<file path="src/rtl/imem_loader_pkg.sv">
// Shared definitions for the instruction-memory loader.
// State encoding, frame field widths and the default sync marker.
package imem_loader_pkg;

    typedef enum logic [2:0] {
        ST_IDLE,
        ST_LEN,
        ST_DATA,
        ST_CHK,
        ST_DONE,
        ST_ERR
    } state_t;

    localparam logic [7:0] SYNC_BYTE_DEF = 8'hA5;
    localparam int         BYTE_W        = 8;
    localparam int         WORD_W        = 32;
    localparam int         LANE_W        = 2;

    // States in which a byte belongs to a frame being received
    function automatic logic in_frame_st(input state_t s);
        return (s == ST_LEN) || (s == ST_DATA) || (s == ST_CHK);
    endfunction

endpackage

</file>
<file path="src/rtl/lmem_word_packer.sv">
// Packs a little-endian byte stream into 32-bit words.
// word_valid pulses combinationally with the 4th byte of each word.
module lmem_word_packer
    import imem_loader_pkg::*;
(
    input  logic              clk,
    input  logic              reset,
    input  logic              clear,
    input  logic              byte_valid,
    input  logic [BYTE_W-1:0] byte_in,
    output logic              word_valid,
    output logic [WORD_W-1:0] word
);

    logic [LANE_W-1:0] lane;
    logic [WORD_W-1:0] shreg;

    // Byte lane counter and shift register; newest byte enters at the top
    always_ff @(posedge clk or posedge reset) begin
        if (reset) begin
            lane  <= '0;
            shreg <= '0;
        end else if (clear) begin
            lane  <= '0;
            shreg <= '0;
        end else if (byte_valid) begin
            lane  <= lane + LANE_W'(1);
            shreg <= {byte_in, shreg[WORD_W-1:BYTE_W]};
        end
    end

    assign word_valid = byte_valid && !clear && (lane == '1);
    assign word       = {byte_in, shreg[WORD_W-1:BYTE_W]};

endmodule

</file>
<file path="src/rtl/imem_loader.sv">
// Host byte-stream loader for the instruction memory.
// Holds the core in reset until a checksummed frame has been written.
module imem_loader
    import imem_loader_pkg::*;
#(
    parameter int         DEPTH_WORDS    = 64,
    parameter int         TIMEOUT_CYCLES = 1000000,
    parameter logic [7:0] SYNC_BYTE      = SYNC_BYTE_DEF
) (
    input  logic              clk,
    input  logic              reset,
    input  logic [BYTE_W-1:0] rx_data,
    input  logic              rx_valid,
    output logic              rx_ready,
    output logic              imem_we,
    output logic [WORD_W-1:0] imem_addr,
    output logic [WORD_W-1:0] imem_wdata,
    output logic              cpu_reset,
    output logic              load_done,
    output logic              load_error
);

    localparam int CNT_W = $clog2(DEPTH_WORDS + 1);
    localparam int TMR_W = $clog2(TIMEOUT_CYCLES + 1);
    localparam logic [TMR_W-1:0]  TMR_LAST  = TMR_W'(TIMEOUT_CYCLES - 1);
    localparam logic [WORD_W-1:0] DEPTH_LIM = WORD_W'(DEPTH_WORDS);

    state_t              state;
    state_t              state_n;
    logic                accepted;
    logic                in_frame;
    logic                start;
    logic                feed;
    logic                timeout;
    logic                last_word;
    logic                word_valid;
    logic [WORD_W-1:0]   word;
    logic [CNT_W-1:0]    word_cnt;
    logic [CNT_W-1:0]    len_words;
    logic [BYTE_W-1:0]   sum;
    logic [TMR_W-1:0]    timer;

    assign rx_ready  = !imem_we;
    assign accepted  = rx_valid && rx_ready;
    assign in_frame  = in_frame_st(state);
    assign start     = accepted && !in_frame && (rx_data == SYNC_BYTE);
    assign feed      = accepted && ((state == ST_LEN) || (state == ST_DATA));
    assign timeout   = in_frame && !accepted && (timer == TMR_LAST);
    assign last_word = (word_cnt == len_words - CNT_W'(1));

    // Length word and data words share one packer, cleared at each sync
    lmem_word_packer u_packer (
        .clk        (clk),
        .reset      (reset),
        .clear      (start),
        .byte_valid (feed),
        .byte_in    (rx_data),
        .word_valid (word_valid),
        .word       (word)
    );

    // State register
    always_ff @(posedge clk or posedge reset) begin
        if (reset) state <= ST_IDLE;
        else       state <= state_n;
    end

    // Frame sequencing; an accepted byte always pre-empts a timeout
    always_comb begin
        state_n = state;
        unique case (state)
            ST_IDLE, ST_DONE, ST_ERR: begin
                if (start) state_n = ST_LEN;
            end
            ST_LEN: begin
                if (word_valid) begin
                    if (word == '0)            state_n = ST_CHK;
                    else if (word > DEPTH_LIM) state_n = ST_ERR;
                    else                       state_n = ST_DATA;
                end else if (timeout) begin
                    state_n = ST_ERR;
                end
            end
            ST_DATA: begin
                if (word_valid && last_word) state_n = ST_CHK;
                else if (timeout)            state_n = ST_ERR;
            end
            ST_CHK: begin
                if (accepted)     state_n = (rx_data == sum) ? ST_DONE : ST_ERR;
                else if (timeout) state_n = ST_ERR;
            end
            default: state_n = ST_IDLE;
        endcase
    end

    // Word counter, frame length and running data checksum
    always_ff @(posedge clk or posedge reset) begin
        if (reset) begin
            word_cnt  <= '0;
            len_words <= '0;
            sum       <= '0;
        end else if (start) begin
            word_cnt  <= '0;
            len_words <= '0;
            sum       <= '0;
        end else begin
            if ((state == ST_LEN) && word_valid)
                len_words <= word[CNT_W-1:0];
            if ((state == ST_DATA) && accepted)
                sum <= sum + rx_data;
            if ((state == ST_DATA) && word_valid)
                word_cnt <= word_cnt + CNT_W'(1);
        end
    end

    // Inter-byte idle timer, only running inside a frame
    always_ff @(posedge clk or posedge reset) begin
        if (reset)                      timer <= '0;
        else if (!in_frame || accepted) timer <= '0;
        else                            timer <= timer + TMR_W'(1);
    end

    // Memory write port; address holds between strobes
    always_ff @(posedge clk or posedge reset) begin
        if (reset) begin
            imem_we    <= 1'b0;
            imem_addr  <= '0;
            imem_wdata <= '0;
        end else begin
            imem_we <= (state == ST_DATA) && word_valid;
            if ((state == ST_DATA) && word_valid) begin
                imem_addr  <= WORD_W'(word_cnt) << 2;
                imem_wdata <= word;
            end
        end
    end

    assign cpu_reset  = (state != ST_DONE);
    assign load_done  = (state == ST_DONE);
    assign load_error = (state == ST_ERR);

endmodule
</file>
<file path="config.mk">
export PLATFORM = sky130hd
export DESIGN_NAME = imem_loader
export DESIGN_NICKNAME = d
export VERILOG_FILES = /design/src/rtl/imem_loader_pkg.sv /design/src/rtl/lmem_word_packer.sv /design/src/rtl/imem_loader.sv
export SDC_FILE = /design/constraint.sdc
export NUM_CORES = 1
export LEC_CHECK = 0
export CAP_MARGIN = 20
export CORE_ASPECT_RATIO = 0.9
export CORE_MARGIN = 2
export CORE_UTILIZATION = 49
export DETAILED_ROUTE_END_ITERATION = 7
export HOLD_SLACK_MARGIN = 0.03
export MAX_ROUTING_LAYER = met4
export PLACE_DENSITY = 0.76
export SLEW_MARGIN = 15
export SYNTH_ARGS = -nofsm -noshare
export SYNTH_HDL_FRONTEND = slang
export SYNTH_SLANG_ARGS = --single-unit
</file>
<file path="constraint.sdc">
create_clock -name clk -period 3.8 [get_ports clk]
set_input_delay 0.76 -clock clk [delete_from_list [all_inputs] [get_ports clk]]
set_output_delay 0.76 -clock clk [all_outputs]
set_load 0.05 [all_outputs]
</file>
==> results.py <==
metrics = {
    "run_status": {
        "status": "complete, no violations",
    },
    "synthesis": {
        "synth_area_sq_um": 5490,
        "synthArstFlopShare_pct": 100,
        "synthCells": 605,
        "yosys-top-cells-count": "nand2_1, dfrtp_1, nor2_1, a21oi_1, buf_4",
        "ys_seq_area_share_pct": 50.6,
        "ys_ff_latch": 111,
        "post-synth-top-count-cell": "nand2_1",
        "ys_warn_count": 0,
        "ys_types": 52,
        "synth_area_leader_cell": "dfrtp_1",
        "netlist.area_leader.share_pct": 50.6,
        "avgSynthCellArea_sq_um": 9.07,
        "synth-edff-count": 0,
        "synth_area_leaders": "dfrtp_1, nand2_1, xor2_1, buf_4, a21oi_1",
        "ys_dominant_reg_cell": "dfrtp_1",
    },
    "cells_and_area": {
        "synthToLayoutAreaGrowth_pct": 16.4,
        "fin_nets": 672,
        "fillers": 936,
        "finalInstanceArea_sq_um": 6390,
        "drive_gt1_share_pct": 5.50,
        "diodes": 0,
        "stdcell_count": 806,
    },
    "drt": {
        "drt.antenna.violating_nets": 0,
        "first_pass_iters": 4,
        "routed_via_density": 5.16,
        "num_vias": 4159,
        "drt-initial-drc-count": 263,
        "drt_wl_total_mm": 11.8,
        "wl_per_cell_um": 14.6,
        "drc_errors": 0,
    },
    "die": {
        "rows": 36,
        "initial_utilization_pct": 50.6,
        "dieWidth_um": 116,
        "boundaryPins": 80,
        "die_h_um": 104,
        "core-area_sq_um": 10900,
        "dieArea_sq_um": 12100,
    },
    "cts": {
        "cts-resized-gates": 0,
        "cts_made_buffers": 9,
        "cts_setup_buffers": 0,
        "cts-htree-levels": 3,
        "tritoncts": "yes",
        "clockBufferDepth": 2,
        "insertion_delay_ps": 350,
        "clkTransAtPathRegs_ps": 70,
        "cts-root-buf": "clkbuf_16",
        "clock-sinks": 111,
        "cts_hold_buf": 0,
    },
    "power_and_ir_drop": {
        "combPwrFrac_pct": 14.5,
        "p_int_uw": 2080,
        "p_sw_share_pct": 29.0,
        "pwr-share-seq_pct": 48.0,
        "ir_worst_vdd_v": 0.000300,
        "power_uw": 2930,
        "power.switching_uw": 851,
        "clkPwrFrac_pct": 37.5,
        "static-leakage-power_uw": 0.00300,
        "powerDensity_nw_per_um2": 459,
    },
    "worst_setup_path": {
        "worstReg2RegStart": "len_words[0]",
        "critPathCapture": "load_error",
        "r2r_slack_ps": 1610,
        "crit_arrival_ps": 2080,
        "required_ps": 3040,
        "worstRegToRegCells": 8,
        "crit_path_start_kind": "register",
        "critPathMaxFanout": 9,
        "end_kind": "output port",
        "critPathKind": "reg2out",
        "r2r_end": "state[0]",
        "cp-startpoint": "state[2]",
    },
    "global_route": {
        "grt_pass1_wl_mm": 20.7,
        "grt_max_degree": 88,
        "grt_remaining_overflow": 0,
        "antenna_found_initial": 0,
        "grt_pass1_vias": 4211,
        "gr-usage-all-layers_pct": 21.9,
    },
    "hold_path": {
        "hold_depth": 2,
        "hp-class": "reg2reg",
    },
    "placed_design": {
        "dp_cells": 790,
        "port_buffers": 54,
        "gp_congestion": 0.860,
        "placed_area_sq_um": 6040,
        "hpwlAfterDp_mm": 8.11,
    },
    "timing": {
        "setup_viol": 0,
        "rsz0062_at_grt": "no",
        "max_slew_margin_pct": 43.9,
        "worst_slew_pin_slew_ps": 841,
        "hold_viol_final": 0,
        "period_share_pct": 74.7,
        "drv_slew": 0,
        "skew_ps": 9.67,
        "fmax_mhz": 352,
        "finalSetupTns_ps": 0,
        "hold_slack_ps": 475,
        "fin_crit_ps": 2840,
    },
    "job": {
        "drv_cap": 0,
    },
}
[how the worst min path moves through the flow]
stage                     endpoint  slack (ps)            from
global placement      imem_addr[7]         460    imem_addr[7]
detailed placement  imem_wdata[23]         460  imem_wdata[23]
finish               imem_wdata[3]         470   imem_wdata[3]
CTS                   imem_addr[7]         480    imem_addr[7]
global route         imem_wdata[0]         500   imem_wdata[0]
floorplan                 timer[0]         450        timer[0]
[flip-flops by register name, indices dropped and copies added (netlist names), 3 cells and up]
register        flops
imem_wdata         32
u_packer.shreg     24
timer              20
sum                 8
imem_addr           7
len_words           7
word_cnt            7
state               3
[metrics by stage]
stage | util [%] | worst slack, ps
3_3_place_gp | 55.6 | 837
5_1_grt | 58.9 | 765
3_5_place_dp | 55.6 | 730
6_report | 58.9 | 961
4_1_cts | 58.9 | 936
2_1_floorplan | - | 109
[cell usage in the layout (no fill, tap or decap), types with 17 or more instances in the layout]
| cell type | count |
|---|---|
| nand2_1 | 195 |
| dfrtp_1 | 111 |
| clkdlybuf4s50_1 | 54 |
| nor2_1 | 38 |
| a21oi_1 | 31 |
| conb_1 | 25 |
| xor2_1 | 22 |
| o21ai_0 | 18 |
| xnor2_1 | 17 |
[cells by family (layout without fill, tap and decap cells)]
logic type                 Yosys count  in the layout  share of synthesized area (%)
AOI/OAI and AO/OA                   69             69                           7.55
xor gates and xnor gates            39             39                           6.22
adders and majority gates           12             12                           2.87
buffers and inverters               64             89                           7.02
DFF                                111            111                           50.6
muxes                                8              8                           1.46
other                                1             25                         0.0683
and+or+nand+nor                    301            301                           24.2
[worst max-delay path: stages (launching register included)]
cell and delay, ps:
dfrtp_1 520, nor2b_1 210, nand2_1 120, inv_1 80, clkdlybuf4s50_1 790
[routing by layer]
layer	routed length, um	part of all wire (%)	track usage [%]	vias up
li1	-	-	-	2032
met2	5590	48	32.3	117
met5	0	0	-	-
met4	141	1.2	5.59	0
met1	5470	47	31.1	1998
met3	551	4.7	4.60	12
[power groups by stage]
stage	Clock (uW)	Sequential, uW	Combinational (uW)
after floorplan	0	1370	373
after global placement	0	1430	421
after detailed placement	0	1430	427
after CTS	1130	1410	429
after global routing	1170	1420	475
final	1100	1410	425
[area by class of cell]
cell class,instances,area (sq um),share of cell area (%)
well taps,152,190,2.98
clock buffers,9,225,3.52
repair buffers,61,606,9.48
inverters,12,47.5,0.744
multi-input cells,454,2420,37.9
clock inverters,7,125,1.96
flip-flops and latches,111,2780,43.5
Power figures use the tool's default switching activity.
